<file path="src/rtl/icache_refill_ctrl.sv">
// Instruction-cache refill controller: one miss at a time, burst-fetches the
// line into a staging register, writes it to the victim way, advances replacement.
module icache_refill_ctrl #(
   parameter int N_WAYS     = 2,
   parameter int ADDR_LEN   = 32,
   parameter int BEAT_LEN   = 64,
   parameter int LINE_BEATS = 4
) (
   input  logic                           clk_i,
   input  logic                           rst_ni,
   input  logic                           miss_valid_i,
   output logic                           miss_ready_o,
   input  logic [ADDR_LEN-1:0]            miss_addr_i,
   input  logic [N_WAYS-1:0]              victim_oh_i,
   output logic                           mem_req_valid_o,
   input  logic                           mem_req_ready_i,
   output logic [ADDR_LEN-1:0]            mem_req_addr_o,
   input  logic                           mem_rsp_valid_i,
   input  logic [BEAT_LEN-1:0]            mem_rsp_data_i,
   output logic                           line_we_o,
   output logic [$clog2(N_WAYS)-1:0]      line_way_o,
   output logic [ADDR_LEN-1:0]            line_addr_o,
   output logic [LINE_BEATS*BEAT_LEN-1:0] line_data_o,
   output logic                           repl_update_o,
   output logic                           onehot_err_o
);

   localparam int OFF = $clog2(LINE_BEATS*BEAT_LEN/8);
   localparam int CW  = $clog2(LINE_BEATS);
   localparam int WW  = $clog2(N_WAYS);
   localparam logic [ADDR_LEN-1:0] ALIGN_MASK = {{(ADDR_LEN-OFF){1'b1}}, {OFF{1'b0}}};

   localparam logic [1:0] S_IDLE  = 2'd0;
   localparam logic [1:0] S_REQ   = 2'd1;
   localparam logic [1:0] S_RECV  = 2'd2;
   localparam logic [1:0] S_WRITE = 2'd3;

   logic [1:0]                     r_state;
   logic [ADDR_LEN-1:0]            r_addr;
   logic [WW-1:0]                  r_way;
   logic                           r_err;
   logic [CW-1:0]                  r_cnt;
   logic [LINE_BEATS*BEAT_LEN-1:0] r_line;
   logic [WW-1:0]                  w_way;
   logic                           w_onehot;

   // Malformed pointers fall back to the lowest set bit so a way is always chosen.
   always_comb begin
      w_way = '0;
      for (int i = N_WAYS-1; i >= 0; i--)
         if (victim_oh_i[i]) w_way = WW'(i);
   end

   assign w_onehot = (victim_oh_i != '0) &&
                     ((victim_oh_i & (victim_oh_i - 1'b1)) == '0);

   always_ff @(posedge clk_i or negedge rst_ni) begin
      if (!rst_ni) begin
         r_state <= S_IDLE;
         r_addr  <= '0;
         r_way   <= '0;
         r_err   <= 1'b0;
         r_cnt   <= '0;
         r_line  <= '0;
      end else begin
         case (r_state)
            S_IDLE: begin
               if (miss_valid_i) begin
                  r_addr  <= miss_addr_i & ALIGN_MASK;
                  r_way   <= w_way;
                  r_err   <= r_err | ~w_onehot;
                  r_state <= S_REQ;
               end
            end
            S_REQ: begin
               if (mem_req_ready_i) begin
                  r_cnt   <= '0;
                  r_state <= S_RECV;
               end
            end
            S_RECV: begin
               if (mem_rsp_valid_i) begin
                  r_line[r_cnt*BEAT_LEN +: BEAT_LEN] <= mem_rsp_data_i;
                  r_cnt <= r_cnt + 1'b1;
                  if (r_cnt == CW'(LINE_BEATS-1)) r_state <= S_WRITE;
               end
            end
            default: r_state <= S_IDLE;
         endcase
      end
   end

   // All outputs come from state or registers only.
   assign miss_ready_o    = (r_state == S_IDLE);
   assign mem_req_valid_o = (r_state == S_REQ);
   assign mem_req_addr_o  = r_addr;
   assign line_we_o       = (r_state == S_WRITE);
   assign repl_update_o   = (r_state == S_WRITE);
   assign line_way_o      = r_way;
   assign line_addr_o     = r_addr;
   assign line_data_o     = r_line;
   assign onehot_err_o    = r_err;

endmodule

</file>
<file path="config.mk">
export PLATFORM = sky130hd
export DESIGN_NAME = icache_refill_ctrl
export DESIGN_NICKNAME = d
export VERILOG_FILES = /design/src/rtl/icache_refill_ctrl.sv
export SDC_FILE = /design/constraint.sdc
export NUM_CORES = 1
export LEC_CHECK = 0
export ABC_AREA = 0
export CAP_MARGIN = 20
export CORE_ASPECT_RATIO = 1.5
export CORE_MARGIN = 2
export CORE_UTILIZATION = 30
export DETAILED_ROUTE_END_ITERATION = 12
export SLEW_MARGIN = 20
export SYNTH_ARGS = -nofsm -noshare
export SYNTH_HDL_FRONTEND = slang
export SYNTH_SLANG_ARGS = --single-unit
export TNS_END_PERCENT = 10
</file>
<file path="constraint.sdc">
create_clock -name clk_i -period 1.9 [get_ports clk_i]
set_input_delay 0.57 -clock clk_i [delete_from_list [all_inputs] [get_ports clk_i]]
set_output_delay 0.57 -clock clk_i [all_outputs]
set_load 0.05 [all_outputs]
</file>
* After elaboration in Yosys (flattened, before gate mapping)
Cells that the tools add are included. Widths: inputs -> output; s select.
Operators by class: reductions and logical operators 9, $add $sub $neg 3, muxes and demuxes 11, shifts and indexed selects 2, equality and inequality tests 8, bitwise gates (word level) 3
Operators with widths (number):
- $bwmux 256 | 1
- $shift 64x34->256 const A | 1
- $shiftx 64x34->256 | 1
- $neg 8->34 | 1
- $mux 2 | 6
- $eq 2x2->1 const B | 3
- $ne 2x2->1 const B | 3
- $pmux 2 s3 | 1
- $logic_not 2->1 | 2
- $pmux 2 s2 | 1
- $reduce_and 2->1 | 2
- $reduce_and 4->1 | 1
- $reduce_bool 2->1 | 2
- $reduce_and 3->1 | 1
- $add 2x1->2 const B | 1
- $and 2x2->2 | 1
- $eq 2x1->1 const B | 1
- $mux 1 | 2
- $ne 2x1->1 const B | 1
- $sub 2x1->2 const B | 1
- $logic_and 1x1->1 | 1
- $not 1->1 | 1
- $or 1x1->1 | 1
Storage, ports and cells: output and inout port bits 326, bits in registers 289, input bits 103

* Longest topological paths before layout
word-level depth 6, mapped depth 9, gate-level depth less buffers 5

* Least setup slack after synthesis
OpenSTA, ideal clock, no wires.
kind flip-flop to flip-flop, start point register r_state[0], end point register r_addr[11], in the netlist line_addr_o[11], data required time 1.775 ns, arrival 1.868 ns, stages on the path, launching flop included 6, buffers on the path 1, period minus slack after synthesis 1.993 ns, setup slack -0.093 ns, setup time 0.125 ns, cells stage by stage dfrtp_1 > inv_1 > ha_1 > nand2_1 > buf_2 > mux2_2
On the way: word-level cells in the longest chain between the ends 2
Ends and longest elaborated chain:
- start: declaration | RTL line 38 | logic [1:0] r_state;
- start signal: assignment | RTL line 59 | r_state <= S_IDLE;
- start signal: assignment | RTL line 72 | r_state <= S_REQ;
- start signal: assignment | RTL line 78 | r_state <= S_RECV;
- $logic_not 2->1
- net miss_ready_o | RTL line 12 | output logic miss_ready_o,
- $reduce_and 2->1 (no source line)
- end signal: assignment | RTL line 69 | r_addr <= miss_addr_i & ALIGN_MASK;
- end: declaration | RTL line 39 | logic [ADDR_LEN-1:0] r_addr;
The timed path passes the listed nets, and every way through them passes these cells. A chain may end at the register's enable or synchronous reset.

* Final worst setup path
start point register r_state[0], end point output repl_update_o
On the way: word-level cells in the longest chain between the ends 1
Ends and longest elaborated chain:
- $eq 2x2->1 | RTL line 98 | assign repl_update_o = (r_state == S_WRITE);
- end: declaration | RTL line 24 | output logic repl_update_o,
No other way between the ends.

==> flow_metrics.py <==
metrics = {
    "outcome": {
        "status": "finished, violations left",
        "violations": "setup timing",
    },
    "routing": {
        "ant_nets": 0,
        "wl_per_cell_um": 19.7,
        "wirelength_um": 37300,
        "first_iter_violations": 486,
        "vias_cell": 4.68,
        "dr_total_vias": 8874,
        "final_routed_drc_violation_total": 0,
        "drtPass1Iterations": 4,
    },
    "run": {
        "max-cap-violations": 0,
    },
    "sta": {
        "clock.fmax_mhz": 513,
        "worst_setup_slack_final_ns": -0.0511,
        "drv_slew": 0,
        "timing.clock.skew_ns": 0.0200,
        "rsz_0062_raised_after_global_routing": "true",
        "hold_viol": 0,
        "fin_crit_sh_pct": 103,
        "fin_crit_ns": 1.95,
        "finalSetupViolCount": 4,
        "setup-tns-final_ns": -0.176,
    },
    "floorplanning": {
        "start_util_pct": 30.2,
        "fp.coreArea_sq_um": 37300,
        "die_height_um": 241,
        "rows": 87,
        "fp.dieArea_sq_um": 39200,
        "dieWidth_um": 162,
        "number_of_ports_placed_on_the_die_boundary": 429,
    },
    "grt": {
        "grt_start_max_net_pins": 61,
        "grt_util_all_layers_pct": 18.4,
        "first_global_vias": 8955,
        "grt_antenna_before_repair": 1,
        "grt_first_pass_wirelength_um": 55500,
        "grt_overflow_total": 0,
    },
    "pwr": {
        "post-layout-total-power_mw": 23.2,
        "power.density_cell_area_nw_per_um2": 1400,
        "vdd_drop_max_mv": 2.07,
        "p_leak_nw": 7.92,
    },
    "logic_synthesis": {
        "synth_async_sr_flop_share_pct": 100,
        "synthesis.area_per_instance_sq_um": 11.5,
        "synth.distinct_cells": 24,
        "ys_ff_latch": 289,
        "netlist_area_sq_um": 11300,
        "yosys_warnings": 0,
        "seq_area_frac_synth_pct": 64.2,
        "synth-edff-count": 0,
        "synthCells": 982,
        "ys_dominant_reg_cell": "sky130_fd_sc_hd__dfrtp_1",
    },
    "worst_setup_path": {
        "timing.setup.critical_path_class": "flip-flop to primary output",
        "worst-path-max-fanout": 3,
        "worstPathCellList": "buf_6 > ha_4 > buf_12",
        "slowest_stage": "sky130_fd_sc_hd__dfrtp_1",
        "r2r_setup_slack_ns": 0.10,
        "critical_path_arrival_ns": 1.38,
        "slowest_delay_ns": 0.39,
        "setup.worst_path.end_class": "primary output",
        "startpoint_type": "flip-flop",
        "worst-endpoint-required_ns": 1.33,
    },
    "placed_design": {
        "preCtsSetupSlack_ns": -0.389,
        "post_dp_cell_area_sq_um": 15500,
        "port_buffers": 413,
        "dp_hpwl_um": 26500,
        "routabilityCongestion": 0.821,
    },
    "clock_tree": {
        "cts.htree.levels": 1,
        "cts_made_buffers": 28,
        "tritoncts": "built",
        "clk_transition_reported_paths_ns": 0.06,
        "clk_root_buffer_cell": "sky130_fd_sc_hd__clkbuf_16",
        "clock_insertion_delay_worst_skew_ns": 0.56,
        "clock_tree.buffer_depth": 3,
        "cts_num_sinks": 289,
    },
    "layout": {
        "area_growth_syn_to_layout_pct": 46.9,
        "stdcell_area_sq_um": 16600,
        "finalCoreUtilization_pct": 44.3,
        "drive_above_1_share_pct": 33.5,
        "nets": 1498,
    },
    "hold_path": {
        "min-delay-path-class": "flip-flop to flip-flop",
    },
}
## sequential cells by signal, summed over array words and instances (netlist names)
signal / cells
onehot_err_o: 1
line_addr_o: 27
r_cnt: 2
r_state: 2
line_way_o: 1
line_data_o: 256
## path summary, 6_finish.rpt
check                                   end    startpoint  cells after the start
max                           repl_update_o    r_state[0]                      3
min                            onehot_err_o  onehot_err_o                      1
max reg2reg                line_data_o[176]      r_cnt[0]                      7
min reg2reg                    onehot_err_o  onehot_err_o                      1
max in group asynchronous  line_data_o[117]        rst_ni                      3
min in group asynchronous  line_data_o[181]        rst_ni                      2
## cell type report
cell class,count,area [sq um]
clock buffers,42,845
multi-input cells,585,3550
clock inverters,10,85.1
fillers,3522,20800
flip-flops and latches,289,7230
diodes,1,2.50
inverters,6,25.0
well taps,489,612
repair buffers,474,4200
## stage by stage
step | hold slack (ns) | std cells
final | 0.476 | 1896
after global routing | 0.504 | 1896
after CTS | 0.480 | 1894
after detailed placement | 0.466 | 1837
after global placement | 0.452 | 1837
after floorplan | 0.274 | 991
## metal layers
metal / part of all wire (%) / global-route usage, % / vias to the layer above
li1: - / - / 4135
met1: 39 / 21.8 / 4400
met2: 53 / 33.6 / 276
met3: 4.6 / 2.28 / 63
met4: 3.7 / 7.29 / 0
met5: 0 / 0 / -
## cell usage in the layout, fill, tap and decap left out, types with 10 or more instances in the layout
cell,n
sky130_fd_sc_hd__a22o_1,130
sky130_fd_sc_hd__buf_12,29
sky130_fd_sc_hd__buf_4,342
sky130_fd_sc_hd__clkbuf_16,30
sky130_fd_sc_hd__clkdlybuf4s50_1,96
sky130_fd_sc_hd__conb_1,10
sky130_fd_sc_hd__dfrtp_1,288
sky130_fd_sc_hd__mux2_2,29
sky130_fd_sc_hd__nand2_1,259
sky130_fd_sc_hd__o21ai_0,125
## worst max-delay path: cells and delay by family, from the launching register on
| family | cells | cell delay, ns |
|---|---|---|
| adder cells (fa/ha/maj) | 1 | 0.17 |
| flip-flops | 1 | 0.39 |
| buffers and inverters | 2 | 0.29 |
## timing repair
action / in CTS / in global routing
buffers inserted: 4 / 0
pin swaps: 2 / 2
setup endpoints to repair: 117 / 185
gates resized for setup: 13 / 11
cloned: 0 / 1
hold endpoints to repair: 33 / 0
hold buffers: 1 / 0
## logic make-up (layout without fill, tap and decap cells)
| group | after synthesis | in the layout | synth area share (%) |
|---|---|---|---|
| compound gates | 264 | 264 | 16.2 |
| flops | 289 | 289 | 64.2 |
| other cells | 1 | 11 | 0.0333 |
| simple gates | 271 | 271 | 9.57 |
| mux | 29 | 29 | 2.90 |
| fa+ha+maj | 11 | 11 | 1.22 |
| buf+inv | 117 | 532 | 5.93 |
## power breakdown
part / switching, mW / total, mW / internal [mW] / leakage, nW
sequential: 0.660 / 7.74 / 7.08 / 3.93
clock: 2.43 / 5.64 / 3.21 / 0.461
combinational: 6.53 / 9.81 / 3.29 / 3.53
## synth_stat cells, types with 3 or more instances
cell	n	area [sq um]
sky130_fd_sc_hd__buf_2	27	135
sky130_fd_sc_hd__o21ai_0	129	646
sky130_fd_sc_hd__clkbuf_1	38	143
sky130_fd_sc_hd__mux2_2	29	327
sky130_fd_sc_hd__nand3_1	3	15.0
sky130_fd_sc_hd__inv_1	6	22.5
sky130_fd_sc_hd__a22o_1	130	1140
sky130_fd_sc_hd__dfrtp_1	289	7230
sky130_fd_sc_hd__ha_1	11	138
sky130_fd_sc_hd__buf_6	6	67.6
sky130_fd_sc_hd__nand2_1	259	972
sky130_fd_sc_hd__buf_4	40	300
sky130_fd_sc_hd__nand2b_1	3	18.8
No activity file was read; power rests on OpenSTA's default activity.
